--- src/rtl/crc8_frame_ctrl.sv ---
// Byte-stream CRC-8 (poly 0x2F, seed 0xFF, MSB-first) frame sequencer with a held CRC handshake.
// Optional received-CRC compare stage is enabled with the CRC8_CHECK_EN macro.
module crc8_frame_ctrl #(
  parameter int LEN_W = 16
) (
  input  logic             clk,
  input  logic             rst,
  input  logic             abort,
  input  logic             s_valid,
  output logic             s_ready,
  input  logic [7:0]       s_data,
  input  logic             s_last,
  output logic             crc_valid,
  input  logic             crc_ready,
  output logic [7:0]       crc_out,
  output logic             crc_ok,
  output logic [LEN_W-1:0] byte_cnt,
  output logic             busy
);

  // state | meaning
  // IDLE  | waiting for a data byte
  // SHIFT | serializing one byte into the CRC, 8 cycles
  // CHK   | waiting for the received CRC byte (CRC8_CHECK_EN only)
  // DONE  | final CRC presented until crc_ready
`ifdef CRC8_CHECK_EN
  typedef enum logic [1:0] {IDLE, SHIFT, CHK, DONE} state_t;
`else
  typedef enum logic [1:0] {IDLE, SHIFT, DONE} state_t;
`endif

  state_t      state;
  logic [7:0]  crc;
  logic [7:0]  sh;
  logic [2:0]  bit_cnt;
  logic        last_q;

  function automatic logic [7:0] crc_step(input logic [7:0] c, input logic din);
    logic fb;
    fb = c[7] ^ din;
    return {c[6], c[5], c[4] ^ fb, c[3], c[2] ^ fb, c[1] ^ fb, c[0] ^ fb, fb};
  endfunction

  assign crc_out = crc;

  always_ff @(posedge clk) begin
    if (rst || abort) begin
      state     <= IDLE;
      crc       <= 8'hFF;
      sh        <= 8'h00;
      bit_cnt   <= 3'd0;
      byte_cnt  <= '0;
      last_q    <= 1'b0;
      s_ready   <= 1'b1;
      crc_valid <= 1'b0;
      busy      <= 1'b0;
`ifdef CRC8_CHECK_EN
      crc_ok    <= 1'b0;
`endif
    end else begin
      case (state)
        IDLE: begin
          if (s_valid) begin
            sh      <= s_data;
            last_q  <= s_last;
            bit_cnt <= 3'd0;
            if (byte_cnt != {LEN_W{1'b1}})
              byte_cnt <= byte_cnt + 1'b1;
            state   <= SHIFT;
            s_ready <= 1'b0;
            busy    <= 1'b1;
          end
        end
        SHIFT: begin
          crc     <= crc_step(crc, sh[7]);
          sh      <= {sh[6:0], 1'b0};
          bit_cnt <= bit_cnt + 3'd1;
          if (bit_cnt == 3'd7) begin
            if (last_q) begin
`ifdef CRC8_CHECK_EN
              state     <= CHK;
              s_ready   <= 1'b1;
`else
              state     <= DONE;
              crc_valid <= 1'b1;
`endif
            end else begin
              // Mid-frame byte done: keep the running CRC and take the next byte.
              state   <= IDLE;
              s_ready <= 1'b1;
              busy    <= 1'b0;
            end
          end
        end
`ifdef CRC8_CHECK_EN
        CHK: begin
          if (s_valid) begin
            crc_ok    <= (s_data == crc);
            state     <= DONE;
            s_ready   <= 1'b0;
            crc_valid <= 1'b1;
          end
        end
`endif
        DONE: begin
          if (crc_ready) begin
            crc       <= 8'hFF;
            byte_cnt  <= '0;
            state     <= IDLE;
            crc_valid <= 1'b0;
            s_ready   <= 1'b1;
            busy      <= 1'b0;
`ifdef CRC8_CHECK_EN
            crc_ok    <= 1'b0;
`endif
          end
        end
        default: begin
          state     <= IDLE;
          s_ready   <= 1'b1;
          crc_valid <= 1'b0;
          busy      <= 1'b0;
        end
      endcase
    end
  end

`ifndef CRC8_CHECK_EN
  assign crc_ok = 1'b0;
`endif

endmodule
--- config.mk ---
export PLATFORM = sky130hd
export DESIGN_NAME = crc8_frame_ctrl
export DESIGN_NICKNAME = d
export VERILOG_FILES = /design/src/rtl/crc8_frame_ctrl.sv
export SDC_FILE = /design/constraint.sdc
export NUM_CORES = 1
export LEC_CHECK = 0
export ABC_AREA = 1
export CORE_MARGIN = 2
export CORE_UTILIZATION = 45
export CTS_CLUSTER_SIZE = 8
export DETAILED_ROUTE_END_ITERATION = 10
export PLACE_DENSITY = 0.82
export SKIP_LAST_GASP = 1
export SLEW_MARGIN = 20
export SYNTH_ARGS = -nofsm -noshare
export SYNTH_HDL_FRONTEND = slang
export SYNTH_SLANG_ARGS = --single-unit
--- constraint.sdc ---
create_clock -name clk -period 1.5 [get_ports clk]
set_input_delay 0.45 -clock clk [delete_from_list [all_inputs] [get_ports clk]]
set_output_delay 0.45 -clock clk [all_outputs]
set_load 0.02 [all_outputs]
==> impl_metrics.json, run 1 <==
{
  "fill_cells": 372,
  "post-route-util_pct": 66.2,
  "met3_usage_pct": 3.87,
  "grt_max_degree": 15,
  "synthToLayoutAreaGrowth_pct": 39.1,
  "grt_pass1_vias": 1990,
  "synthTopCellsByArea": "dfxtp_1 39%, nand2_1 15%, inv_1 5.3%",
  "track_usage_pct": 20.5,
  "crit_chain": "clkdlybuf4s15_1",
  "synth_warnings": 0,
  "cp.required_ps": 1050,
  "path_clk_slew_ps": 80,
  "clockBufferDepth": 2,
  "ys_seq_area_share_pct": 38.8,
  "synth_seq_cells": 41,
  "seq_area_um2": 831,
  "core_area_um2": 4440,
  "worst_r2r_path_depth": 10,
  "slowest_delay_ps": 410,
  "end_kind": "output pin",
  "syn-num-nets": 315,
  "status": "completed",
  "place_congestion": 0.849,
  "place_hpwl_um": 3990,
  "grt.overflow.total": 0,
  "synth-edff-count": 0,
  "drtIter0Drc": 133,
  "nets": 391,
  "start_kind": "register",
  "drc_errors": 0,
  "dpl_cell_area_um2": 2840,
  "num_rows": 24,
  "min_path_type": "reg2reg",
  "p_leak_nw": 1.37,
  "num_vias": 2238,
  "dieArea_um2": 5270,
  "total_power_mw": 2.10,
  "rsz0062_at_grt": "yes",
  "die_h_um": 72.6,
  "cts.sinks": 41,
  "cp-startpoint": "byte_cnt[9]",
  "r2r_slack_ps": 50,
  "synth_area_per_cell_um2": 7.10,
  "via_per_inst": 5.24,
  "cts_root_buffer": "clkbuf_8",
  "whs_endpoint": "bit_cnt[0]",
  "peakVddDrop_uv": 578,
  "reg2reg_from": "byte_cnt[0]",
  "cts_tree": "yes",
  "setup_tns_ps": 0,
  "min_path_cells": 1,
  "holdWs_ps": 470,
  "synthFlopType": "dfxtp_1",
  "io-pin-count": 42,
  "period_needed_ps": 1480,
  "syn_area_um2": 2120,
  "grt.busiest_layer": "met2",
  "arrival_ps": 1030,
  "report.final.slew_viol_count": 0,
  "netlist_instances": 298,
  "antenna_left": 0,
  "drv_cap": 0,
  "grt_pass1_wl_um": 8550,
  "synthArstFlopShare_pct": 0,
  "slowest_stage": "dfxtp_1",
  "insertion_delay_ps": 290,
  "worst-setup-path-type": "reg2out",
  "diodes": 0,
  "hp-start": "bit_cnt[0]",
  "numCtsBuffers": 5,
  "r2r_end": "byte_cnt[12]",
  "grt_antenna_before_repair": 0,
  "die_w_um": 72.6,
  "wl_um": 5350,
  "synth_top_cells_by_count": "87 x nand2_1, 41 x dfxtp_1, 30 x inv_1",
  "h-tree-depth": 2,
  "synth.largest_area_cell": "dfxtp_1",
  "powerDensity_nw_per_um2": 713,
  "final-hold-violation-count": 0,
  "max_freq_mhz": 674,
  "netlist.area_leader.share_pct": 38.8,
  "ys_types": 37,
  "setup_viol_count_final": 0,
  "drive_above_1_share_pct": 21.1,
  "path_max_fanout": 3,
  "yosysMostFrequentCell": "nand2_1",
  "crit_family": "flip-flops",
  "portBuffers": 40,
  "finClkSkew_ps": 3.51,
  "wire_per_inst_um": 12.5,
  "initial_core_util_pct": 47.6,
  "cp_num_cells": 1,
  "grt_use_met2_pct": 37.4,
  "grtUsageMet1_pct": 24.1,
  "fin_area_um2": 2940,
  "multi_input_area_um2": 1150,
  "worst-path-buf-inv": 1,
  "period_share_pct": 98.9,
  "first_pass_iters": 4,
  "cts_hold_buf": 0
}
==> stage by stage <==
| stage | instances | worst slack, ps |
|---|---|---|
| after floorplan | 298 | 6.80 |
| after global placement | 417 | -213 |
| after detailed placement | 417 | -245 |
| after CTS | 426 | -6.02 |
| after global routing | 427 | -66.9 |
| final | 427 | 16.5 |
==> cell usage in the layout (no fill, tap or decap), drive strengths merged <==
cell / count
nor2: 29
xnor2: 1
ha: 3
o211ai: 2
nand2: 96
clkbuf: 9
nand3: 13
nand4: 3
or2: 2
dfxtp: 41
a21boi: 1
a32o: 1
conb: 1
o221ai: 2
inv: 32
buf: 37
nor3: 2
a31oi: 7
clkdlybuf4s15: 4
nor3b: 1
o21ai: 24
dlygate4sd2: 20
xor2: 6
o21bai: 1
a21oi: 21
clkdlybuf4s50: 13
clkinv: 3
==> flip-flops by register name (all words and copies together), names as in the netlist <==
| signal | cells |
|---|---|
| byte_cnt | 16 |
| crc_out | 8 |
| sh | 8 |
| bit_cnt | 3 |
| state | 2 |
| busy | 1 |
| crc_valid | 1 |
| last_q | 1 |
| s_ready | 1 |
==> cells by family after synthesis <==
kind of cell	synth area share, %
compound gates	15.8
xor+xnor	2.90
fa+ha+maj	1.77
buf+inv	8.69
flops	38.8
other cells	0.177
simple gates	31.9
==> power by group <==
part           switching [mW]  total, mW  internal, mW
clock network           0.376      0.699         0.323
registers              0.0172       1.13          1.11
logic                   0.142      0.274         0.133
total                   0.535       2.10          1.56
==> per-layer routing <==
layer	share of wire, %	vias to the layer above
met4	1.7	0
met3	6.3	10
met2	51	91
met5	0	-
li1	-	1113
met1	41	1024
==> what timing repair did <==
| action | CTS | global route |
|---|---|---|
| endpoints found under the setup margin | 42 | 25 |
| pin swaps | 2 | 3 |
| resized for setup | 34 | 16 |
| setup buffers | 1 | 1 |
==> layout make-up <==
cell class / instances / share of cell area [%]
Tap cell: 52 / 2.21
Clock buffer: 6 / 2.46
Timing Repair Buffer: 77 / 23.4
Sequential cell: 41 / 28.2
Multi-Input combinational cell: 216 / 39.1
Inverter: 33 / 4.25
Clock inverter: 2 / 0.340
==> worst max-delay path by stage <==
| stage | to |
|---|---|
| final | byte_cnt[9] |
| after global routing | byte_cnt[11] |
| after CTS | byte_cnt[9] |
| after detailed placement | byte_cnt[12] |
| after global placement | byte_cnt[12] |
| after floorplan | byte_cnt[11] |
Power figures use the tool's default switching activity.
==> run 2, diff against run 1 <==
Settings changed: CTS_CLUSTER_DIAMETER set to 100, SKIP_LAST_GASP 1 to unset.
==> run 2 against run 1 <==
Compared with the run above:
- first-iteration DRC count up 1.5%
- via count up 0.27%
- sequential share of layout area is 0.060 points lower
- final area grew 0.21%
- routed wire length decreased by 0.26%
- setup slack worse by 12 ps
- flip-flop and latch count did not move
- critical path depth did not move
- die area is the same
- highest routed layer unchanged
- critical path type unchanged
- sequential power barely moved
- worst hold slack got worse by 0.85 ps
- clock skew rose by 1.2 ps
==> impl_metrics.json, run 2 (same netlist as run 1, synthesis figures left out) <==
{
  "drive_above_1_share_pct": 21.3,
  "diodes": 0,
  "wl_met2_um": 2740,
  "routed.top_layer": "met4",
  "path_max_fanout": 3,
  "peakVddDrop_uv": 578,
  "first_pass_iters": 4,
  "finClkSkew_ps": 4.69,
  "worst_r2r_path_depth": 9,
  "max_freq_mhz": 669,
  "r2r_slack_ps": 50,
  "antenna_left": 0,
  "period_share_pct": 99.7,
  "min_path_type": "reg2reg",
  "whs_endpoint": "bit_cnt[0]",
  "report.final.slew_viol_count": 0,
  "crit_family": "flip-flops",
  "num_vias": 2244,
  "synthToLayoutAreaGrowth_pct": 39.4,
  "cts_tree": "yes",
  "rsz0062_at_grt": "yes",
  "end_kind": "output pin",
  "drc_errors": 0,
  "wire_per_inst_um": 12.5,
  "nets": 391,
  "final-hold-violation-count": 0,
  "drt-met1-wl_um": 2200,
  "drtIter0Drc": 135,
  "reg2reg_from": "byte_cnt[9]",
  "grt_antenna_before_repair": 0,
  "total_power_mw": 2.10,
  "pre_cts_slack_ps": -245,
  "cts_root_buffer": "clkbuf_8",
  "dpl_cell_area_um2": 2840,
  "numCtsBuffers": 5,
  "path_clk_slew_ps": 80,
  "via_per_inst": 5.26,
  "h-tree-depth": 2,
  "start_kind": "register",
  "largest_register": "byte_cnt",
  "final_common_cell": "nand2_1",
  "portBuffers": 40,
  "status": "completed",
  "wl_um": 5330,
  "io-pin-count": 42,
  "holdWs_ps": 469,
  "grt_max_degree": 15,
  "place_hpwl_um": 3990,
  "insertion_delay_ps": 300,
  "powerDensity_nw_per_um2": 713,
  "worst-setup-path-type": "reg2out",
  "grt_pass1_wl_um": 8550,
  "period_needed_ps": 1500,
  "grt_pass1_vias": 1990,
  "num_rows": 24,
  "cp.required_ps": 1050,
  "setup_viol_count_final": 0,
  "track_usage_pct": 20.5,
  "fin_area_um2": 2950,
  "place_congestion": 0.849,
  "min_path_cells": 1,
  "arrival_ps": 1050,
  "mostFrequentLayoutCells": "87 x nand2_1, 37 x dfxtp_1, 32 x buf_4",
  "clockBufferDepth": 2,
  "r2r_end": "byte_cnt[3]",
  "cts_hold_buf": 0,
  "largest_reg_flops": 16,
  "slowest_stage": "dfxtp_1",
  "p_leak_nw": 1.37,
  "initial_core_util_pct": 47.6,
  "fill_cells": 372,
  "cts.sinks": 41,
  "slowest_delay_ps": 420,
  "core_area_um2": 4440,
  "setup_ws_ps": 4.96,
  "wl_met3_um": 311,
  "dieArea_um2": 5270,
  "drv_cap": 0,
  "die_h_um": 72.6,
  "crit_chain": "clkdlybuf4s15_1",
  "worst-path-buf-inv": 1,
  "grt.overflow.total": 0,
  "die_w_um": 72.6,
  "hp-start": "bit_cnt[0]"
}
run 2: how the worst max path moves through the flow:
| stage | startpoint | to | slack [ps] | cells past startpoint |
|---|---|---|---|---|
| after detailed placement | abort | byte_cnt[12] | -250 | 8 |
| after floorplan | byte_cnt[1] | byte_cnt[11] | 7 | 11 |
| final | byte_cnt[9] | byte_cnt[9] | 5 | 1 |
| after CTS | byte_cnt[14] | byte_cnt[14] | 8 | 1 |
| after global routing | byte_cnt[3] | byte_cnt[11] | -40 | 8 |
| after global placement | abort | byte_cnt[12] | -210 | 8 |
run 2: through the flow:
stage	setup TNS (ps)	instances	util (%)
after floorplan	0	298	-
after global placement	-5180	417	63.9
after detailed placement	-6400	417	63.9
after CTS	0	426	65.7
after global routing	-97.6	427	66.4
final	0	427	66.4
run 2: cell type report:
| cell class | count | area, µm² | area share, % |
|---|---|---|---|
| Multi-Input combinational cell | 216 | 1150 | 39.1 |
| Clock inverter | 2 | 10.0 | 0.339 |
| Inverter | 33 | 125 | 4.24 |
| Tap cell | 52 | 65.1 | 2.21 |
| Sequential cell | 41 | 831 | 28.2 |
| Clock buffer | 6 | 72.6 | 2.46 |
| Timing Repair Buffer | 77 | 692 | 23.5 |
run 2: report_power, final:
part           switching (mW)  leakage (nW)  internal [mW]
Sequential             0.0173         0.335           1.11
Clock                   0.379        0.0450          0.323
Combinational           0.142         0.989          0.133
run 2: routing by layer:
layer	up-vias	GRT usage (%)
li1	1115	-
met1	1036	24.1
met2	83	37.4
met3	10	3.87
met4	0	6.58
met5	-	0
run 2: what timing repair did:
item / CTS / global route
endpoints found under the setup margin: 42 / 24
pin swaps: 2 / 2
gates resized for setup: 35 / 18
buffers inserted: 1 / 1
